### src/rtl/serial_link_pkg.sv
// Shared definitions for the XOR-parity serial link.
// Used by both the receiver and the matching transmitter.
package serial_link_pkg;

    typedef enum logic [1:0] {
        IDLE   = 2'd0,
        DATA   = 2'd1,
        PARITY = 2'd2,
        STOP   = 2'd3
    } link_state_t;

    localparam logic START_BIT  = 1'b0;
    localparam logic STOP_BIT   = 1'b1;
    localparam logic IDLE_LEVEL = 1'b1;

endpackage

### src/rtl/serial_parity_rx_parity_acc.sv
// One-bit running XOR accumulator for the serial link.
// Clear loads the parity seed so odd/even is a build choice.
module parity_acc #(
    parameter bit ODD = 1'b0
) (
    input  logic clk,
    input  logic rst_n,
    input  logic clr,
    input  logic en,
    input  logic din,
    output logic par
);

    logic par_nxt;

    assign par_nxt = par ^ din;

    always_ff @(posedge clk or negedge rst_n) begin
        if (!rst_n) begin
            par <= 1'b0;
        end else if (clr) begin
            par <= ODD;
        end else if (en) begin
            par <= par_nxt;
        end
    end

endmodule

### src/rtl/serial_parity_rx.sv
// Serial receiver: deframes start, W data bits LSB first, parity, stop
// and offers the word through a valid/ack handshake.
module serial_parity_rx
    import serial_link_pkg::*;
#(
    parameter int W   = 8,
    parameter bit ODD = 1'b0
) (
    input  logic         clk,
    input  logic         rst_n,
    input  logic         sin,
    input  logic         ack,
    output logic [W-1:0] data,
    output logic         valid,
    output logic         par_err,
    output logic         frame_err,
    output logic         overrun,
    output logic         busy
);

    localparam int CW = (W > 1) ? $clog2(W) : 1;
    localparam logic [CW-1:0] LAST = CW'(W - 1);

    link_state_t   state;
    link_state_t   state_nxt;
    logic [CW-1:0] cnt;
    logic [W-1:0]  sr;
    logic [W-1:0]  sr_nxt;
    logic          par_clr;
    logic          par_en;
    logic          shift_en;
    logic          load;
    logic          par;

    always_ff @(posedge clk or negedge rst_n) begin
        if (!rst_n) begin
            state <= IDLE;
        end else begin
            state <= state_nxt;
        end
    end

    always_comb begin
        state_nxt = state;
        par_clr   = 1'b0;
        par_en    = 1'b0;
        shift_en  = 1'b0;
        load      = 1'b0;
        case (state)
            IDLE: begin
                if (sin == START_BIT) begin
                    par_clr   = 1'b1;
                    state_nxt = DATA;
                end
            end
            DATA: begin
                shift_en = 1'b1;
                par_en   = 1'b1;
                if (cnt == LAST) begin
                    state_nxt = PARITY;
                end
            end
            PARITY: begin
                par_en    = 1'b1;
                state_nxt = STOP;
            end
            STOP: begin
                load      = 1'b1;
                state_nxt = IDLE;
            end
            default: begin
                state_nxt = IDLE;
            end
        endcase
    end

    // Bits arrive LSB first, so each new bit enters at the top.
    generate
        if (W == 1) begin : g_sr_one
            assign sr_nxt = sin;
        end else begin : g_sr_wide
            assign sr_nxt = {sin, sr[W-1:1]};
        end
    endgenerate

    always_ff @(posedge clk or negedge rst_n) begin
        if (!rst_n) begin
            cnt <= '0;
            sr  <= '0;
        end else if (par_clr) begin
            cnt <= '0;
        end else if (shift_en) begin
            cnt <= cnt + 1'b1;
            sr  <= sr_nxt;
        end
    end

    parity_acc #(
        .ODD (ODD)
    ) u_parity_acc (
        .clk   (clk),
        .rst_n (rst_n),
        .clr   (par_clr),
        .en    (par_en),
        .din   (sin),
        .par   (par)
    );

    // A load beats a same-cycle ack: the new word is never dropped.
    always_ff @(posedge clk or negedge rst_n) begin
        if (!rst_n) begin
            data      <= '0;
            valid     <= 1'b0;
            par_err   <= 1'b0;
            frame_err <= 1'b0;
            overrun   <= 1'b0;
        end else if (load) begin
            data      <= sr;
            valid     <= 1'b1;
            par_err   <= par;
            frame_err <= (sin != STOP_BIT);
            if (valid && !ack) begin
                overrun <= 1'b1;
            end
        end else if (valid && ack) begin
            valid <= 1'b0;
        end
    end

    assign busy = (state != IDLE);

endmodule

### config.mk
export PLATFORM = sky130hd
export DESIGN_NAME = serial_parity_rx
export DESIGN_NICKNAME = d
export VERILOG_FILES = /design/src/rtl/serial_link_pkg.sv /design/src/rtl/serial_parity_rx_parity_acc.sv /design/src/rtl/serial_parity_rx.sv
export SDC_FILE = /design/constraint.sdc
export NUM_CORES = 1
export LEC_CHECK = 0
export ABC_AREA = 1
export CAP_MARGIN = 20
export CORE_MARGIN = 4
export CORE_UTILIZATION = 60
export CTS_BUF_LIST = sky130_fd_sc_hd__clkbuf_16
export DETAILED_ROUTE_END_ITERATION = 10
export DONT_BUFFER_PORTS = 1
export GPL_TIMING_DRIVEN = 0
export PLACE_DENSITY = 0.79
export SKIP_CTS_REPAIR_TIMING = 1
export SYNTH_ARGS = -nofsm -noshare
export SYNTH_HDL_FRONTEND = slang
export SYNTH_SLANG_ARGS = --single-unit
### constraint.sdc
create_clock -name clk -period 1.7 [get_ports clk]
set_clock_uncertainty 0.2 [all_clocks]
set_input_delay 0.17 -clock clk [delete_from_list [all_inputs] [get_ports clk]]
set_output_delay 0.17 -clock clk [all_outputs]
set_load 0.01 [all_outputs]
==> Word level (Yosys, flattened, before mapping) <==
Index checks and enable logic that the tools add are counted.
{ "totals": {"input_bits": 4, "elab_cells": 45, "reg_bits": 26, "out_inout_bits": 13} }
{ "classes": {"muxes": 14, "eq_ne": 6, "reduce_logical": 12, "bitwise": 3, "n_addsub": 1} }
{ "op_table": {"columns": ["op", "count"], "rows": [
  ["two-way mux 1 bit", 9],
  ["one-hot mux 2 bit (4 select lines)", 1],
  ["nonzero test 2 bit", 4],
  ["two-way mux 3 bit", 2],
  ["AND reduction 2 bit", 3],
  ["equality test 2 bit, second input constant", 2],
  ["two-way mux 2 bit", 2],
  ["inequality test 2 bit, second input constant", 2],
  ["adder 3 x 1 -> 3 bit, second input constant", 1],
  ["equality test 3 bit, second input constant", 1],
  ["equality test 2 x 1 -> 1 bit, second input constant", 1],
  ["logical AND 1 bit", 2],
  ["zero test 2 bit", 1],
  ["NOT 1 bit", 2],
  ["OR reduction 2 bit", 1],
  ["zero test 1 bit", 1],
  ["XOR 1 bit", 1]
]} }

==> Logic depth before layout (Yosys ltp) <==
Gate-level depths: netlist (run 1).
{ "logic_depth": {"word_depth": 5, "ltp_mapped": 7, "ltp_nobuf": 7} }

==> By module <==
Synthesis (run 1) repeated with hierarchy kept, for this count alone.
{ "unflattened": {"cells_unflattened": 131, "area_unflattened_um2": 1161.1} }
{ "modules_own_cells": {"columns": ["mod", "area_each_um2", "cells_per_inst", "n_inst", "seq_area_each_um2"], "rows": [
  ["serial_parity_rx", 1114.8, 125, 1, 625.6],
  ["parity_acc", 46.3, 6, 1, 25.0]
]} }

==> Worst setup path after synthesis (run 1) <==
No wires, ideal clock.
{ "synth_timing": {"path_type": "register to register", "start": "register state[0]", "end": "register cnt[0]", "t_required_ps": 1383, "path_buffers": 1, "path_stages_with_launch": 7, "setup_ps": 117, "period_less_slack_ps": 1342, "t_arrival_ps": 1024, "slack_ps": 358, "path_cell_list": "dfrtp_1 -> inv_1 -> ha_1 -> nand2_4 -> buf_6 -> nand3_1 -> nand2_1"} }
{ "synth_via": {"elab_chain_cells": 3, "word_cells_on_any_way": 6, "cone_classes": "1 x eq/ne; 3 x mux; 2 x reduce/logical"} }
{ "synth_lines": {"columns": ["element", "line", "source"], "rows": [
  ["start, declared", "serial_parity_rx.sv:24", "link_state_t state;"],
  ["start signal, assigned", "serial_parity_rx.sv:39", "state <= state_nxt;"],
  ["equality test 2 x 1 -> 1 bit or zero test 2 bit (tied branches)", "serial_parity_rx.sv:49", "case (state)"],
  ["two-way mux 1 bit", "serial_parity_rx.sv:49", null],
  ["nonzero test 2 bit (no source line) or two-way mux 3 bit (tied branches)", null, null],
  ["end signal, assigned", "serial_parity_rx.sv:93", "cnt <= cnt + 1'b1;"],
  ["end, declared", "serial_parity_rx.sv:26", "logic [CW-1:0] cnt;"]
]} }
Several ways; a longest one is shown, not always the timed one.
A chain may end at the register's enable or synchronous reset.

==> Worst setup path in the final report (run 1) <==
{ "layout_timing": {"start": "register state[1]", "end": "register sr[4]"} }
{ "layout_via": {"elab_chain_cells": 4, "word_cells_on_any_way": 6, "cone_classes": "1 x eq/ne; 2 x mux; 1 x bitwise; 2 x reduce/logical"} }
{ "layout_lines": {"columns": ["element", "line", "source"], "rows": [
  ["zero test 2 bit", "serial_parity_rx.sv:49", null],
  ["two-way mux 1 bit", "serial_parity_rx.sv:49", null],
  ["NOT 1 bit (no source line)", null, null],
  ["AND reduction 2 bit (no source line) *", null, null],
  ["end signal, assigned", "serial_parity_rx.sv:94", "sr <= sr_nxt;"],
  ["end, declared", "serial_parity_rx.sv:27", "logic [W-1:0] sr;"]
]} }
Mark *: on every way between the ends. The rest lies on a longest branch, timed or not.

==> metrics.md, run 1 <==
| Metric | Value |
|---|---|
| Vias after detailed routing | roughly 840 |
| CP required | between 1.5 and 2 ns |
| Synth warnings | 0 |
| Max-cap viol count | 0 |
| Worst hold slack | -0.0189 ns |
| DRT Wirelength | 2120 µm |
| Worst Path Max Fanout | 10 |
| Die width | 51.8 µm |
| Hold_sp | sin |
| CP endpoint kind | register |
| H-tree depth | 1 |
| DPL Wire Length | 1510 µm |
| Maximum clock rate | 0.655 GHz |
| Clock-pin transition on the worst setup and hold timing paths | 0.06 ns |
| Post-synthesis register bit count | 26 |
| Power density cells | 1860 mW/mm² |
| R2R Setup Slk | 0.17 ns |
| Post-Syn Area | 0.00115 mm² |
| Final setup vio count | 0 |
| Die ar. | roughly 0.0027 mm² |
| Root Driver | clkbuf_16 |
| Antenna Diode Count | 0 |
| CP Launch Point | state[1] |
| Clock Sinks | 26 |
| CP Class | reg2reg |
| Outcome | finished with violations |
| Area growth syn-to-layout | 13.9% |
| FF-to-FF Start | state[1] |
| Combinational Power Share | 34.2% |
| Worst Path Arrival | 1.52 ns |
| Initial core utilization | between 60% and 70% |
| Worst slew pin tran | 0.193 ns |
| DRC violation total after the first TritonRoute iteration | 12 |
| Cells on worst reg2reg path | 5 |
| Synth cell types | 13 |
| Worst-skew pair later-pin latency | approximately 0.25 ns |
| Net Sw Frac | 38.8% |
| Adder-cell share of the synthesized area | 7.60% |
| Pleak | 0.740 nW |
| Startpoint class of the critical path | register |
| Slew HR | 87.1% |
| Initial antenna violation count | 0 |
| Post-DR vias/cell | just over 5 |
| CTS max path bufs | 2 |
| Layout fillers | 130 |
| TritonCTS clock tree | yes |
| Mux contribution to synthesized area | 0% |
| DP Worst Slack | ~0.21 ns |
| Post-Synthesis Cells | 129 |
| Sequential area share after synthesis | 56.5% |
| XOR/XNOR Fraction of Synth Area | 0% |
| CTS Buf Count | 3 |
| Tcrit/Tclk final | about nine tenths |
| I/O pin cnt | 17 |
| Sequential power share | between 40% and 50% |
| DRC Markers | 0 |
| Syn nets | 140 |
| Pins Over Slew Limit | 0 |
| Fin nets | 149 |
| All-Layer GR Usage | 18.6% |
| Compound-cell area share of the yosys netlist | 1.52% |
| Largest family of logic cells by synthesized area | simple AND/OR/NAND/NOR gates |
| Avg Cell Area, Syn | 8.93 µm² |
| GP Congestion | 0.754 |
| Gr ovfl total | 0 |
| DR pass1 iterations | 4 |
| # rows | 15 |
| Largest net degree at the start of global routing | 27 |
| Vias in the first global route | just under 900 |
| Min Tclk post-route | 1.53 ns |
| Max IR drop VDD | ~1.2 mV |
| Core box area | 0.00176 mm² |
| Net switching power | 946 µW |
| Internal power | 1.49 mW |
| RSZ-0062 raised after global routing | false |
| First-pass GRT wire length | between 3000 and 4000 µm |
| Share of layout cells above drive strength 1 | 8.76% |
| Clock power share | 20.7% |
| Final worst setup slack | 0.172 ns |
| Final hold vios | 4 |
| Post-Synth Simple-Gate Area | 27.8% |
| Failing checks | hold timing |
| Die extent in y | 51.8 µm |
| WHS Path Cells | 4 |
| HP Class | in2reg |
| Count of input and output buffers | 0 |
| Per-cell routed wire length | 13.1 µm |
| Antenna Nets Post-Route | 0 |
| Setup TNS | 0 ns |
[cells by family (layout without fill, tap and decap cells)]
group | count (synthesis) | count (layout)
and+or+nand+nor | 77 | 77
DFF | 26 | 26
buffers and inverters | 16 | 24
adders and majority gates | 7 | 7
AOI/OAI and AO/OA | 3 | 3
[power by group through the flow]
stage               sequential [mW]  clock [mW]  combinational (mW)
floorplan                      1.06           0               0.646
global placement               1.09           0               0.740
detailed placement             1.11           0               0.812
CTS                            1.10       0.512               0.818
global route                   1.13       0.542               0.969
finish                         1.10       0.505               0.835
[cell usage in the layout (no fill, tap or decap), drive strengths merged]
master       count
dlygate4sd3      3
clkinv           1
dfrtp           26
o21ai            2
nand3           17
buf              5
ha               7
o21bai           1
inv             12
clkbuf           3
nand2           60
[registers in the layout, indices dropped and copies added (netlist names)]
name,flops
state,2
overrun,1
valid,1
sr,8
cnt,3
par_err,1
u_parity_acc.par,1
frame_err,1
data,8
[final timing paths]
kind | to
worst max-delay path | sr[4]
worst min-delay path | sr[1]
worst max register to register | sr[4]
worst min register to register | sr[0]
max in group asynchronous | cnt[0]
min in group asynchronous | data[5]
[cells in the mapped netlist]
cell / number / area [µm²]
nand2_2: 1 / 6.26
nand2_4: 1 / 11.3
buf_4: 2 / 15.0
o21ai_0: 2 / 10.0
inv_1: 10 / 37.5
nand3_1: 17 / 85.1
ha_1: 7 / 87.6
buf_6: 1 / 11.3
dfrtp_1: 26 / 651
nand2_1: 58 / 218
o21bai_1: 1 / 7.51
buf_2: 1 / 5.00
inv_2: 2 / 7.51
[routing by layer]
metal | up-vias | track usage (%) | wire, µm
li1 | 418 | - | -
met2 | 27 | 31.2 | 1040
met1 | 388 | 20.9 | 924
met4 | 0 | 10.9 | 60
met5 | - | 0 | 0
met3 | 8 | 5.16 | 101
[critical path: stages, from the launching register on]
cell and delay [ns]:
dfrtp_1 0.41, inv_1 0.13, ha_1 0.26, buf_2 0.26, nand3_1 0.12, nand2_1 0.09
[metrics by stage]
step	utilization (%)	instance area, µm²	power [mW]	std cells	hold slack (ns)
after floorplan	-	1150	1.71	129	-0.326
after global placement	67.1	1180	1.83	154	-0.325
after detailed placement	67.1	1180	1.92	154	-0.325
after CTS	71.6	1260	2.43	158	-0.597
after global routing	74.4	1310	2.64	162	0.00703
final	74.4	1310	2.44	162	-0.0189
[layout make-up]
type | count | area (µm²) | area share (%)
buffer | 4 | 31.3 | 2.38
clock buffer | 3 | 75.1 | 5.72
clock inverter | 1 | 3.75 | 0.286
inverter | 12 | 45.0 | 3.43
multi-input combinational | 87 | 425 | 32.4
sequential | 26 | 651 | 49.6
tap | 25 | 31.3 | 2.38
timing repair buffer | 4 | 50.0 | 3.81
Note: power is estimated with default switching activity, not from simulation.
==> inputs of run 2 (changes only) <==
PLACE_DENSITY = 0.77   (was 0.79)
REMOVE_ABC_BUFFERS = 1   (was default)
==> run 2 against run 1 <==
The run now ends clean; clock power grew 35%; worst hold slack gained 0.067 ns; clock-buffer cell count is the same; critical path depth rose by 1; combinational power down 3.7%; sequential share of layout area is 0.095 points higher; power rose by 6.2%; global-route usage is 1.5 points lower; wire length increased by 6.0%; via count down 0.36%; sequential power barely moved; design area shrank 0.19%; largest power group unchanged; highest routed layer unchanged.
==> metrics.md, run 2 (synthesis results as in run 1) <==
| Metric | Value |
|---|---|
| CTS Buf Count | 3 (unchanged) |
| Tcrit/Tclk final | 92.2% (was 89.9%) |
| Sequential power share | 42.7% (was 45.0%) |
| Internal power | 1.61 mW (was 1.49 mW) |
| Outcome | completed (was finished with violations) |
| Antenna Nets Post-Route | 0 (unchanged) |
| Net switching power | 979 µW (was 946 µW) |
| Cell Count, Final, Fillers Out | 158 (was 162) |
| Power density cells | 1980 mW/mm² (was 1860 mW/mm²) |
| Die extent in y | 51.8 µm (unchanged) |
| CP Launch Point | state[0] (was state[1]) |
| Pleak | 0.730 nW (was 0.740 nW) |
| CP bufs+invs | 1 (was 2) |
| Clock Sinks | 26 (unchanged) |
| Tot Pwr | 2.59 mW (was 2.44 mW) |
| Clock power share | 26.3% (was 20.7%) |
| FF-to-FF Start | state[0] (was state[1]) |
| DR pass1 iterations | 5 (was 4) |
| Final worst setup slack | 0.133 ns (was 0.172 ns) |
| CP Class | reg2reg (unchanged) |
| Post-DR vias/cell | 5.30 (was 5.19) |
| Hold_sp | sin (unchanged) |
| Max IR drop VDD | 0.951 mV (was 1.25 mV) |
| TritonCTS clock tree | yes (unchanged) |
| Gr ovfl total | 0 (unchanged) |
| Final setup vio count | 0 (unchanged) |
| Highest-count cells in the layout ignoring fill and taps | nand2_1 (58), dfrtp_1 (26), nand3_1 (17), inv_1 (10), ha_1 (6) (was nand2_1 (58), dfrtp_1 (26), nand3_1 (17), inv_1 (10), ha_1 (7)) |
| # rows | 15 (unchanged) |
| Antenna Diode Count | 0 (unchanged) |
| Critical Path Max Stage Delay | 0.40 ns (was 0.41 ns) |
| Initial core utilization | 65.3% (unchanged) |
| Initial antenna violation count | 0 (unchanged) |
| Root Driver | clkbuf_16 (unchanged) |
| GP Congestion | 0.752 (was 0.754) |
| Combinational Power Share | 31.0% (was 34.2%) |
| Max-cap viol count | 0 (unchanged) |
| Slew HR | 75.3% (was 87.1%) |
| I/O pin cnt | 17 (unchanged) |
| Per-cell routed wire length | 14.2 µm (was 13.1 µm) |
| Worst path most repeated cell | nand2_1 |
| CP max-delay cell | dfrtp_1 (unchanged) |
| Largest net degree at the start of global routing | 27 (unchanged) |
| All-Layer GR Usage | 17.1% (was 18.6%) |
| Pins Over Slew Limit | 0 (unchanged) |
| Core box area | 0.00176 mm² (unchanged) |
| Fin nets | 145 (was 149) |
| CTS max path bufs | 2 (unchanged) |
| Min Tclk post-route | 1.57 ns (was 1.53 ns) |
| Worst-skew pair later-pin latency | 0.26 ns (was 0.25 ns) |
| Worst Path Max Fanout | 15 (was 10) |
| Top flop regs | data x8, sr x8, cnt x3 (unchanged) |
| Die ar. | 0.00269 mm² (unchanged) |
| Crit path cell chain | inv_1, ha_1, nand2_4, nand2_2, nand2_1, nand2_1 (was inv_1, ha_1, buf_2, nand3_1, nand2_1) |
| Count of input and output buffers | 0 (unchanged) |
| Startpoint class of the critical path | register (unchanged) |
| Commonest non-fill, non-tap cell in the layout | nand2_1 (unchanged) |
| Share of layout cells above drive strength 1 | 7.52% (was 8.76%) |
| Worst slew pin tran | 0.371 ns (was 0.193 ns) |
| CP delay by family, top | simple AND/OR/NAND/NOR gates (was flip-flops) |
| HP Class | in2reg (unchanged) |
| First-pass GRT wire length | 3450 µm (was 3690 µm) |
| CP endpoint kind | register (unchanged) |
| DRT Wirelength | 2250 µm (was 2120 µm) |
| Net Sw Frac | 37.8% (was 38.8%) |
| Final hold vios | 0 (was 4) |
| H-tree depth | 1 (unchanged) |
| DRC Markers | 0 (unchanged) |
| Setup TNS | 0 ns (unchanged) |
| Maximum clock rate | 0.638 GHz (was 0.655 GHz) |
| Clock-pin transition on the worst setup and hold timing paths | 0.07 ns (was 0.06 ns) |
| Area growth syn-to-layout | 13.7% (was 13.9%) |
| Vias in the first global route | 829 (was 873) |
| CP required | 1.65 ns (was 1.69 ns) |
| Die width | 51.8 µm (unchanged) |
| Worst Path Arrival | 1.52 ns (about the same) |
| RSZ-0062 raised after global routing | false (unchanged) |
| DRC violation total after the first TritonRoute iteration | 11 (was 12) |
| DPL Wire Length | 1300 µm (was 1510 µm) |
| Worst hold slack | 0.0480 ns (was -0.0189 ns) |
| Vias after detailed routing | 838 (was 841) |
| DP Worst Slack | 0.0286 ns (was 0.209 ns) |
| Placed instance count | 150 (was 154) |
==> run 2: worst reg2reg max path, delay by kind of cell (launching register included) <==
family	cells	cell delay, ns
DFF	1	0.40
buffers and inverters	1	0.10
adders and majority gates	1	0.27
and+or+nand+nor	4	0.49
==> run 2: metal layers <==
layer | vias up | part of all wire [%] | track usage (%)
met5 | - | 0 | 0
met4 | 0 | 0.49 | 3.93
met3 | 2 | 5.0 | 2.87
met2 | 29 | 53 | 29.1
met1 | 402 | 41 | 22.7
li1 | 405 | - | -
==> run 2: cell type report <==
cell class / instances / area [µm²]
Multi-Input combinational cell: 87 / 428
Fill cell: 135 / 454
Clock buffer: 3 / 75.1
Inverter: 12 / 45.0
Sequential cell: 26 / 651
Clock inverter: 1 / 30.0
Timing Repair Buffer: 4 / 50.0
Tap cell: 25 / 31.3
==> run 2: power groups by stage <==
stage	clock network (mW)	logic [mW]	registers (mW)
floorplan	0	0.598	1.06
finish	0.680	0.804	1.11
global placement	0	0.698	1.10
detailed placement	0	0.746	1.10
global route	0.709	0.933	1.14
CTS	0.685	0.756	1.10
==> run 2: final timing paths <==
check | to | slack (ns) | cells after the start
min reg2reg | sr[0] | 0.29 | 2
max in group asynchronous | state[0] | 0.99 | 2
min | sr[1] | 0.05 | 4
min in group asynchronous | data[0] | 0.16 | 2
max reg2reg | sr[5] | 0.13 | 6
max | sr[5] | 0.13 | 6
==> run 2: stage by stage <==
step	instance area, µm²	util (%)
CTS	1260	71.3
global route	1310	74.3
global placement	1150	65.3
detailed placement	1150	65.3
floorplan	1120	-
finish	1310	74.3
